--- src/rtl/angle_calc_scheduler.sv ---
// Arbitrates pan/tilt angle jobs onto one shared divider and arctan CORDIC.
// Ports: pan/tilt req+deltas in, acks out; divider and CORDIC handshakes;
// angle/angle_owner/angle_valid result; busy. ANGLE_SCHED_TIMEOUT_EN adds timeout.
module angle_calc_scheduler #(
  parameter int DELTA_W     = 10,
  parameter int PHASE_W     = 10,
  parameter int TIMEOUT_CYC = 64
) (
  input  logic               clk,
  input  logic               reset,
  input  logic               pan_req,
  input  logic [DELTA_W-1:0] pan_dx,
  input  logic [DELTA_W-1:0] pan_dy,
  output logic               pan_ack,
  input  logic               tilt_req,
  input  logic [DELTA_W-1:0] tilt_dx,
  input  logic [DELTA_W-1:0] tilt_dy,
  output logic               tilt_ack,
  output logic               div_start,
  output logic [DELTA_W-2:0] div_dividend,
  output logic [DELTA_W-2:0] div_divisor,
  input  logic               div_ready,
  output logic               x_greater_than_y_del,
  output logic               cordic_nd,
  input  logic               cordic_rdy,
  input  logic [PHASE_W-1:0] cordic_phase,
  output logic               angle_valid,
  output logic               angle_owner,
  output logic [PHASE_W-1:0] angle,
  output logic               busy
`ifdef ANGLE_SCHED_TIMEOUT_EN
  ,
  output logic               timeout
`endif
);

  typedef enum logic [2:0] {
    IDLE, ISSUE, DIV_WAIT, FMT, CORDIC_WAIT, DONE
  } state_t;

  state_t             state_q, state_d;
  logic [DELTA_W-1:0] dx_q, dx_d;
  logic [DELTA_W-1:0] dy_q, dy_d;
  logic               owner_q, owner_d;
  logic               last_q, last_d;
  logic               xgt_q, xgt_d;
  logic [PHASE_W-1:0] angle_q, angle_d;
  logic [DELTA_W-2:0] mag_x, mag_y;
  logic               xge;
  logic               gnt_pan, gnt_tilt;

  // Most-negative input has no positive twin; clamp it to the max.
  function automatic logic [DELTA_W-2:0] mag(
    input logic [DELTA_W-1:0] v
  );
    logic [DELTA_W-1:0] n;
    n = -v;
    if (!v[DELTA_W-1])
      mag = v[DELTA_W-2:0];
    else if (v[DELTA_W-2:0] == '0)
      mag = '1;
    else
      mag = n[DELTA_W-2:0];
  endfunction

  assign mag_x = mag(dx_q);
  assign mag_y = mag(dy_q);
  assign xge   = (mag_x >= mag_y);

  assign div_dividend = xge ? mag_y : mag_x;
  assign div_divisor  = xge ? mag_x : mag_y;

  // last_q = 1 means tilt was granted last.
  assign gnt_pan  = pan_req & (~tilt_req | last_q);
  assign gnt_tilt = tilt_req & ~gnt_pan;

`ifdef ANGLE_SCHED_TIMEOUT_EN
  localparam int CW = $clog2(TIMEOUT_CYC + 1);
  logic [CW-1:0] cnt_q, cnt_d;
  logic          to_q, to_d;
  logic          expired;
  assign expired = (cnt_q == CW'(TIMEOUT_CYC - 1));
  assign timeout = to_q;
`endif

  always_comb begin
    state_d   = state_q;
    dx_d      = dx_q;
    dy_d      = dy_q;
    owner_d   = owner_q;
    last_d    = last_q;
    xgt_d     = xgt_q;
    angle_d   = angle_q;
    pan_ack   = 1'b0;
    tilt_ack  = 1'b0;
    div_start = 1'b0;
    cordic_nd = 1'b0;
`ifdef ANGLE_SCHED_TIMEOUT_EN
    cnt_d = cnt_q + CW'(1);
    to_d  = 1'b0;
`endif
    unique case (state_q)
      IDLE: begin
        unique case (1'b1)
          gnt_pan: begin
            pan_ack = 1'b1;
            dx_d    = pan_dx;
            dy_d    = pan_dy;
            owner_d = 1'b0;
            last_d  = 1'b0;
            state_d = ISSUE;
          end
          gnt_tilt: begin
            tilt_ack = 1'b1;
            dx_d     = tilt_dx;
            dy_d     = tilt_dy;
            owner_d  = 1'b1;
            last_d   = 1'b1;
            state_d  = ISSUE;
          end
          default: ;
        endcase
      end
      ISSUE: begin
        xgt_d = xge;
        if (mag_x == '0 && mag_y == '0) begin
          angle_d = '0;
          state_d = DONE;
        end else begin
          div_start = 1'b1;
          state_d   = DIV_WAIT;
`ifdef ANGLE_SCHED_TIMEOUT_EN
          cnt_d = '0;
`endif
        end
      end
      DIV_WAIT: begin
        if (div_ready) begin
          state_d = FMT;
`ifdef ANGLE_SCHED_TIMEOUT_EN
        end else if (expired) begin
          angle_d = '0;
          to_d    = 1'b1;
          state_d = DONE;
`endif
        end
      end
      FMT: begin
        cordic_nd = 1'b1;
        state_d   = CORDIC_WAIT;
`ifdef ANGLE_SCHED_TIMEOUT_EN
        cnt_d = '0;
`endif
      end
      CORDIC_WAIT: begin
        if (cordic_rdy) begin
          angle_d = cordic_phase;
          state_d = DONE;
`ifdef ANGLE_SCHED_TIMEOUT_EN
        end else if (expired) begin
          angle_d = '0;
          to_d    = 1'b1;
          state_d = DONE;
`endif
        end
      end
      DONE: state_d = IDLE;
      default: state_d = IDLE;
    endcase
  end

  always_ff @(posedge clk or negedge reset) begin
    if (!reset) begin
      state_q <= IDLE;
      dx_q    <= '0;
      dy_q    <= '0;
      owner_q <= 1'b0;
      last_q  <= 1'b1;
      xgt_q   <= 1'b0;
      angle_q <= '0;
`ifdef ANGLE_SCHED_TIMEOUT_EN
      cnt_q   <= '0;
      to_q    <= 1'b0;
`endif
    end else begin
      state_q <= state_d;
      dx_q    <= dx_d;
      dy_q    <= dy_d;
      owner_q <= owner_d;
      last_q  <= last_d;
      xgt_q   <= xgt_d;
      angle_q <= angle_d;
`ifdef ANGLE_SCHED_TIMEOUT_EN
      cnt_q   <= cnt_d;
      to_q    <= to_d;
`endif
    end
  end

  assign x_greater_than_y_del = xgt_q;
  assign angle_valid          = (state_q == DONE);
  assign angle_owner          = owner_q;
  assign angle                = angle_q;
  assign busy                 = (state_q != IDLE);

endmodule
--- config.mk ---
export PLATFORM = sky130hd
export DESIGN_NAME = angle_calc_scheduler
export DESIGN_NICKNAME = d
export VERILOG_FILES = /design/src/rtl/angle_calc_scheduler.sv
export SDC_FILE = /design/constraint.sdc
export NUM_CORES = 1
export LEC_CHECK = 0
export ABC_AREA = 1
export CELL_PAD_IN_SITES_DETAIL_PLACEMENT = 0
export CELL_PAD_IN_SITES_GLOBAL_PLACEMENT = 2
export CORE_ASPECT_RATIO = 0.8
export CORE_MARGIN = 10
export CORE_UTILIZATION = 36
export CTS_CLUSTER_DIAMETER = 200
export DETAILED_ROUTE_END_ITERATION = 6
export DONT_BUFFER_PORTS = 1
export PLACE_DENSITY_LB_ADDON = 0.1
export SETUP_SLACK_MARGIN = 0.15
export SLEW_MARGIN = 40
export SYNTH_ARGS = -nofsm -noshare
export SYNTH_HDL_FRONTEND = slang
export SYNTH_SLANG_ARGS = --single-unit
--- constraint.sdc ---
create_clock -name clk -period 7.85 [get_ports clk]
set_input_delay 0.785 -clock clk [delete_from_list [all_inputs] [get_ports clk]]
set_output_delay 0.785 -clock clk [all_outputs]
set_load 0.1 [all_outputs]
## Word-level counts from Yosys, hierarchy flattened

Index checks and enable logic that the tools add are counted.

| storage, ports and cells | value |
|---|---|
| flip-flop bits (word level) | 36 |
| output and inout port bits | 36 |

| operators by class | value |
|---|---|
| order comparisons | 1 |
| multiplexer cells | 24 |
| bitwise gates (word level) | 5 |
| reduce and logical (&&, ||, !) cells | 13 |
| equal/unequal tests | 9 |
| add/sub/neg operators | 2 |

Operators with widths:

| operator | count |
|---|---|
| $pmux W10 S2 | 3 |
| $mux W9 | 6 |
| $logic_not A9 Y1 | 4 |
| $mux W10 | 2 |
| $neg A9 Y9 | 2 |
| $pmux W3 S5 | 1 |
| $mux W3 | 4 |
| $ge A9 B9 Y1 | 1 |
| $ne A2 B2 Y1 const B | 4 |
| $mux W1 | 7 |
| $eq A3 B2 Y1 const B | 2 |
| $eq A3 B3 Y1 const B | 2 |
| $reduce_and A3 Y1 | 2 |
| $reduce_bool A2 Y1 | 2 |
| $eq A3 B1 Y1 const B | 1 |
| $logic_not A3 Y1 | 1 |
| $reduce_bool A3 Y1 | 1 |
| $and A1 B1 Y1 | 2 |
| $not A1 Y1 | 2 |
| $pmux W1 S2 | 1 |
| $reduce_and A2 Y1 | 1 |
| $reduce_or A2 Y1 | 1 |
| $logic_and A1 B1 Y1 | 1 |
| $or A1 B1 Y1 | 1 |

## Logic depth before layout (Yosys ltp)

Gate-level depths: netlist of run 1.

| logic depth | value |
|---|---|
| depth after elaboration | 8 |
| mapped depth | 16 |
| depth with buffers taken out | 15 |

## Least setup slack after synthesis of run 1

OpenSTA, ideal clock, no wires.

| path | value |
|---|---|
| path kind | reg2out |
| start point | register dy_q[0] |
| end point | output div_divisor[5] |
| required time | 7065 ps |
| cell stages (with the launch flop) | 15 |
| setup slack | 2816 ps |
| arrival time | 4249 ps |
| path through | dfrtp_1 inv_2 ha_1 nand2_1 nor2_1 nand3_2 inv_1 a21oi_1 ha_1 a21oi_1 o21ai_0 nand2_1 o2111ai_2 clkbuf_1 o21ai_0 |

| on the way | value |
|---|---|
| longest elaborated chain between the ends | 5 |
| elaborated cells on any way between the ends | 6 |

RTL lines:

| what | RTL line | RTL |
|---|---|---|
| start, declared | 43 | `logic [DELTA_W-1:0] dy_q, dy_d;` |
| start signal, assigned | 188 | `dy_q <= dy_d;` |
| $neg A9 Y9 or $logic_not A9 Y1 (tied branches) | 57, 60 |  |
| $mux W9 | 60 | `else if (v[DELTA_W-2:0] == '0)` |
| $mux W9 (*) | 58 | `if (!v[DELTA_W-1])` |
| $ge A9 B9 Y1 | 68 | `assign xge = (mag_x >= mag_y);` |
| $mux W9 (*) | 71 | `assign div_divisor = xge ? mag_x : mag_y;` |
| end, declared | 21 | `output logic [DELTA_W-2:0] div_divisor,` |

Every way passes the cells marked *; elsewhere a longest branch is shown, timed or not.

## Final worst setup path of run 1

| path | value |
|---|---|
| start point | register dy_q[0] |
| end point | output div_dividend[6] |

| on the way | value |
|---|---|
| longest elaborated chain between the ends | 5 |
| elaborated cells on any way between the ends | 6 |

RTL lines:

| what | RTL line | RTL |
|---|---|---|
| $neg A9 Y9 or $logic_not A9 Y1 (tied branches) | 57, 60 |  |
| $mux W9 | 60 |  |
| $mux W9 (*) | 58 |  |
| $ge A9 B9 Y1 | 68 |  |
| $mux W9 (*) | 70 | `assign div_dividend = xge ? mag_y : mag_x;` |
| end, declared | 20 | `output logic [DELTA_W-2:0] div_dividend,` |

Marks and branches as above.

==> qor.tcl, run 1 <==
set qor(startpoint_type) {flop}
set qor(regToRegStartpoint) {dy_q[0]}
set qor(fmaxAchievable_mhz) 219.2
set qor(final-setup-viol-count) 0
set qor(post_cts.repair.setup_buffers) 0
set qor(cell_with_the_most_instances_after_synthesis) {sky130_fd_sc_hd__nand2_1}
set qor(synth_top_cell_area_share) 0.3053
set qor(crit_required_ps) 7070
set qor(setup_total_negative_slack_ps) 0
set qor(detailedRoute.firstPassIterationCount) 6
set qor(path_max_fanout) 11
set qor(finalNetCount) 491
set qor(synth_top_area_cell) {sky130_fd_sc_hd__dfrtp_1}
set qor(rsz0062_at_grt) {no}
set qor(gr-usage-met1) 0.1879
set qor(outcome) {completed}
set qor(synthCells) 428
set qor(x_dimension_of_the_die_um) 119.8
set qor(antenna_cells_inserted) 0
set qor(fin_worst_skew_ps) 3.362
set qor(antenna_found_initial) 0
set qor(finalWeightedCongestion) 0.7662
set qor(cts_repair_resize_count) 0
set qor(yosys-top-cells-area) {sky130_fd_sc_hd__dfrtp_1, sky130_fd_sc_hd__nand2_1, sky130_fd_sc_hd__nor2_1}
set qor(design.portCount) 92
set qor(grt_usage) 0.1450
set qor(grt_pass1_wl_mm) 14.27
set qor(area_growth_pct) 16.49
set qor(worst_setup_path_end_kind) {primary output}
set qor(clkSinkCount) 36
set qor(critical_path.reg2reg.endpoint) {x_greater_than_y_del}
set qor(maxCapViolCount) 0
set qor(dr_drc_count) 0
set qor(grt_remaining_overflow) 0
set qor(seqCellArea_um2) 917.1
set qor(antenna_violating_nets_remaining) 0
set qor(synth-edff-count) 0
set qor(grt_max_degree) 39
set qor(cp_data_arrival_time_ps) 3780
set qor(vias) 2641
set qor(worst-setup-path-type) {flop to primary output}
set qor(synth-seq-cells) 36
set qor(synthesis.area_um2) 2869
set qor(grt_util_met2) 0.2382
set qor(slew_viol_final) 0
set qor(detailedRoute.firstIterationViolations) 205
set qor(synth.yosys.seq_area_share) 0.3144
set qor(worstRegToRegCells) 15
set qor(cts_made_buffers) 5
set qor(cts-htree-levels) 2
set qor(port_buffers) 0
set qor(worst_slew_pin_slew_ps) 821.7
set qor(clockBufferDepth) 2
set qor(synth_flop_cell) {sky130_fd_sc_hd__dfrtp_1}
set qor(detailed_place_hpwl_mm) 7.125
set qor(yosys_warnings) 0
set qor(final_number_of_hold_violating_endpoints) 0
set qor(hold_buffers) 0
set qor(vias_per_cell) 4.955
set qor(timing.final.crit_share) 0.5811
set qor(relative_slew_slack) 0.4516
set qor(final.fill_count) 832
set qor(synth.cells.most_frequent) {sky130_fd_sc_hd__nand2_1, sky130_fd_sc_hd__nor2_1, sky130_fd_sc_hd__inv_1}
set qor(groute.layer.met3.usage) 0.03870
set qor(tritoncts_clock_tree) {built}
set qor(cts.root.buffer_cell) {sky130_fd_sc_hd__clkbuf_8}
set qor(floorplan.die.height_um) 99.85
set qor(layout_cell_share_with_drive_strength_beyond_1) 0.2047
set qor(min_path_type) {primary input to asynchronous set/reset pin}
set qor(core_area_um2) 7838
set qor(grt.busiest_layer) {met2}
set qor(worst_setup_hold_path_clk_slew_ps) 80
set qor(synthesis.nets) 495
set qor(floorplan.rows) 29
set qor(multi_input_area_um2) 1907
set qor(clk_latency_ps) 280
set qor(wire_per_inst_um) 16.28
set qor(grt_pass1_vias) 2785
set qor(starting_density_of_the_core) 0.3661
set qor(wl_mm) 8.677
set qor(design.die.area_um2) 11960
set qor(synth.avg_cell_area_um2) 6.703
set qor(rrSetupSlack_ps) 4780
set qor(yosys.cell_types.count) 30
set qor(timing.final.crit_period_ps) 4562
set qor(synthArstFlopShare) 1.000
## sequential cells by signal, summed over array words and instances, names as in the netlist
signal and cells:
dx_q 10, x_greater_than_y_del 1, state_q 3, angle_owner 1
last_q 1, dy_q 10, angle 10
## cell type report
type	instances	share of cell area
tap	108	0.04043
clock inverter	1	0.002246
inverter	54	0.06065
clock buffer	7	0.02583
multi-input combinational	322	0.5706
sequential	36	0.2744
timing repair buffer	5	0.02583
## routing by layer
layer,wire (µm),vias up
met1,4093,1210
met2,4082,52
met4,63,0
met3,438,6
met5,0,-
li1,-,1373
## worst max-delay path, cell delays in order, from the launching register on
cell                        delay (ps)
sky130_fd_sc_hd__dfrtp_1           370
sky130_fd_sc_hd__inv_2             110
sky130_fd_sc_hd__ha_1              240
sky130_fd_sc_hd__nand2_1           120
sky130_fd_sc_hd__nor2_1            110
sky130_fd_sc_hd__nor2_1             40
sky130_fd_sc_hd__nor2_1            310
sky130_fd_sc_hd__inv_1             160
sky130_fd_sc_hd__ha_1              350
sky130_fd_sc_hd__nand2_1            80
sky130_fd_sc_hd__nor2_1            140
sky130_fd_sc_hd__nand2_1           110
sky130_fd_sc_hd__o2111ai_4         470
sky130_fd_sc_hd__buf_8             240
sky130_fd_sc_hd__nor2_1             80
sky130_fd_sc_hd__a21oi_4           560
## per-stage QoR
step	util	instance area, µm²	worst slack [ps]	hold slack (ps)	std cells
floorplan	-	2869	2816	445.2	428
global placement	0.3865	3029	3128	457.4	522
detailed placement	0.4144	3248	3587	476.4	525
CTS	0.4264	3342	3264	170.8	533
global route	0.4264	3342	3012	164.3	533
finish	0.4264	3342	3288	188.3	533
## cell families (layout without fill, tap and decap cells)
group	count (synthesis)	in the layout	share of synthesized area
fa+ha+maj	11	11	0.04797
buf+inv	70	67	0.1051
compound gates	78	78	0.1579
simple gates	233	233	0.3746
flops	36	36	0.3144
## how the worst max path moves through the flow
stage	from	slack, ps	endpoint
final	dy_q[0]	3290	div_dividend[6]
after global routing	dy_q[0]	3010	div_dividend[6]
after CTS	dy_q[0]	3260	div_dividend[6]
after detailed placement	dy_q[0]	3590	div_dividend[7]
after global placement	dy_q[0]	3130	div_dividend[7]
after floorplan	dy_q[0]	2820	div_divisor[5]
## layout by cell type, fill, tap and decap left out, types with 2 or more instances in the layout
cell type and instances:
sky130_fd_sc_hd__nand3_1 18, sky130_fd_sc_hd__dfrtp_2 12, sky130_fd_sc_hd__ha_1 11, sky130_fd_sc_hd__nor2_4 3, sky130_fd_sc_hd__clkbuf_8 6, sky130_fd_sc_hd__dfrtp_1 23
sky130_fd_sc_hd__inv_2 8, sky130_fd_sc_hd__o21ai_1 3, sky130_fd_sc_hd__nand2_1 116, sky130_fd_sc_hd__nand3_4 2, sky130_fd_sc_hd__a22oi_1 15, sky130_fd_sc_hd__nor2_1 58
sky130_fd_sc_hd__a21oi_4 6, sky130_fd_sc_hd__nor2_2 7, sky130_fd_sc_hd__nand3_2 13, sky130_fd_sc_hd__o21ai_4 12, sky130_fd_sc_hd__nand3b_1 3, sky130_fd_sc_hd__inv_1 46
sky130_fd_sc_hd__a21oi_1 31, sky130_fd_sc_hd__nand4_1 3, sky130_fd_sc_hd__o21ai_0 4, sky130_fd_sc_hd__o21bai_1 3, sky130_fd_sc_hd__nand2_2 6, sky130_fd_sc_hd__nand2_4 2
Power of run 1 is not shown: default switching activity piles up to over one toggle a cycle in this logic, so the estimate is an artifact.
==> inputs of run 2 (changes only) <==
CORE_UTILIZATION = 33   (was 36)
clock period = 4.59 ns   (was 7.85 ns; I/O delays follow)
==> qor.tcl, run 2 (synthesis gave the netlist of run 1 again) <==
set qor(cts.root.buffer_cell) {sky130_fd_sc_hd__clkbuf_8}
set qor(min_path_type) {primary input to flop}
set qor(worst_setup_hold_path_clk_slew_ps) 80 ;# about the same
set qor(grt_pass1_vias) 2633 ;# -5.5%
set qor(detailedRoute.firstPassIterationCount) 4 ;# -2
set qor(port_buffers) 0 ;# unchanged
set qor(clockBufferDepth) 2 ;# unchanged
set qor(layout_cell_share_with_drive_strength_beyond_1) 0.2410 ;# +0.03629
set qor(antenna_cells_inserted) 0 ;# unchanged
set qor(slew_viol_final) 0 ;# unchanged
set qor(final-setup-viol-count) 0 ;# unchanged
set qor(path_max_fanout) 17 ;# +6
set qor(cpPeakStageDelay_ps) 480 ;# -80 ps
set qor(dr_drc_count) 0 ;# unchanged
set qor(grt_pass1_wl_mm) 13.88 ;# -2.8%
set qor(cp_common_cell) {sky130_fd_sc_hd__nor2_1}
set qor(worstRegToRegCells) 15 ;# unchanged
set qor(fmaxAchievable_mhz) 250.8
set qor(final.hold.worst_slack_ps) 300.7 ;# +112.4 ps
set qor(wire_per_inst_um) 15.36 ;# -5.7%
set qor(cp_slowest_cell) {sky130_fd_sc_hd__o2111ai_4}
set qor(outcome) {completed}
set qor(rsz0062_at_grt) {no}
set qor(antenna_violating_nets_remaining) 0 ;# unchanged
set qor(clk_latency_ps) 290 ;# about the same
set qor(worst-setup-path-type) {flop to primary output}
set qor(vias) 2681 ;# +1.5%
set qor(crit_path_cell_chain) {inv_2, ha_1, nand2_1, nor2_1, nor2_1, nor2_1, inv_1, ha_1, nand2_1, nor2_1, nand2_1, o2111ai_4, buf_8, nor2_1, a21oi_2, buf_4}
set qor(x_dimension_of_the_die_um) 124.2 ;# +3.7%
set qor(design.die.area_um2) 12850 ;# +7.4%
set qor(maxCapViolCount) 0 ;# unchanged
set qor(stdcell_count) 556 ;# +4.3%
set qor(detailedRoute.firstIterationViolations) 106 ;# -48%
set qor(post_cts.repair.setup_buffers) 0 ;# unchanged
set qor(post-route-worst-setup-slack_ps) 602.7 ;# -2685 ps
set qor(timing.final.crit_share) 0.8687
set qor(grt_remaining_overflow) 0 ;# unchanged
set qor(startpoint_type) {flop}
set qor(cts-htree-levels) 2 ;# unchanged
set qor(cp_top_family) {simple AND/OR/NAND/NOR gates}
set qor(vias_per_cell) 4.822 ;# -2.7%
set qor(worst_setup_path_end_kind) {primary output}
set qor(cp_data_arrival_time_ps) 3530 ;# -250 ps
set qor(cts_made_buffers) 5 ;# unchanged
set qor(floorplan.rows) 30 ;# +3.4%
set qor(worst-path-stages) 16 ;# +1
set qor(area_growth_pct) 16.49 ;# unchanged
set qor(preCtsSetupSlack_ps) 907.8 ;# -2679 ps
set qor(floorplan.die.height_um) 103.4 ;# +3.6%
set qor(grt_usage) 0.1311 ;# -0.01386
set qor(finalWeightedCongestion) 0.7903 ;# +3.1%
set qor(fin_worst_skew_ps) 11.00 ;# +7.639 ps
set qor(layout.cells.most_common_list) {sky130_fd_sc_hd__nand2_1, sky130_fd_sc_hd__nor2_1, sky130_fd_sc_hd__inv_1}
set qor(wl_mm) 8.539 ;# -1.6%
set qor(design.portCount) 92 ;# unchanged
set qor(crit_required_ps) 4130 ;# -2940 ps
set qor(relative_slew_slack) 0.4491 ;# -0.002546
set qor(finalNetCount) 510 ;# +3.9%
set qor(path_buf_inv) 4 ;# +1
set qor(antenna_found_initial) 0 ;# unchanged
set qor(tritoncts_clock_tree) {built}
set qor(timing.final.crit_period_ps) 3987
set qor(core_area_um2) 8483 ;# +8.2%
set qor(final_number_of_hold_violating_endpoints) 0 ;# unchanged
set qor(grt_max_degree) 39 ;# unchanged
set qor(worst_slew_pin_slew_ps) 825.5 ;# +3.814 ps
set qor(final_common_cell) {sky130_fd_sc_hd__nand2_1}
set qor(starting_density_of_the_core) 0.3382 ;# -0.02786
set qor(min_path_cells) 2
set qor(detailed_place_hpwl_mm) 6.923 ;# -2.8%
set qor(placedCellCount) 546 ;# +4.0%
set qor(clkSinkCount) 36 ;# unchanged
## run 2: changes by cell type in the layout (fill, tap and decap cells not counted), moves of 2 or more
cell	previous run	this run
sky130_fd_sc_hd__buf_4	1	20
sky130_fd_sc_hd__o21ai_2	1	13
sky130_fd_sc_hd__o21ai_4	12	0
sky130_fd_sc_hd__a21oi_2	0	6
sky130_fd_sc_hd__a21oi_4	6	0
sky130_fd_sc_hd__clkinv_2	0	2
## run 2: path summary, 6_finish.rpt
check                      startpoint                   end  slack, ps
min                        tilt_dy[6]               dy_q[6]        300
min in group asynchronous       reset               dx_q[3]        600
max                           dy_q[0]       div_dividend[7]        600
max reg2reg                   dy_q[0]  x_greater_than_y_del       1610
min reg2reg                    last_q                last_q        470
max in group asynchronous       reset                last_q       3740
## run 2: area by class of cell
class / count / area (µm²)
repair buffers: 24 / 220.2
clock buffers: 5 / 68.82
multi-input cells: 322 / 1774
well taps: 112 / 140.1
clock inverters: 3 / 18.77
flip-flops and latches: 36 / 917.1
inverters: 54 / 202.7
fillers: 909 / 5141
## run 2: metrics by stage
stage / utilization / area [µm²] / setup TNS [ps]
final: 0.3940 / 3342 / 0
after global routing: 0.3940 / 3342 / 0
after CTS: 0.3934 / 3337 / 0
after detailed placement: 0.3795 / 3219 / 0
after global placement: 0.3745 / 3177 / 0
after floorplan: - / 2869 / -821.7
## run 2: routing by layer
metal / routed length, µm / share of wire / GRT usage / vias to the layer above
met4: 36 / 0.0042 / 0.02413 / 0
met3: 767 / 0.090 / 0.05400 / 2
li1: - / - / - / 1408
met1: 4361 / 0.51 / 0.1843 / 1194
met2: 3373 / 0.40 / 0.1824 / 77
met5: 0 / 0 / 0 / -
## run 2: timing repair
action	CTS	global route
setup endpoints to repair	0	0
hold endpoints to repair	36	0
hold buffers	2	0
gates resized for setup	0	0
Power of run 2 is left out for the same reason.
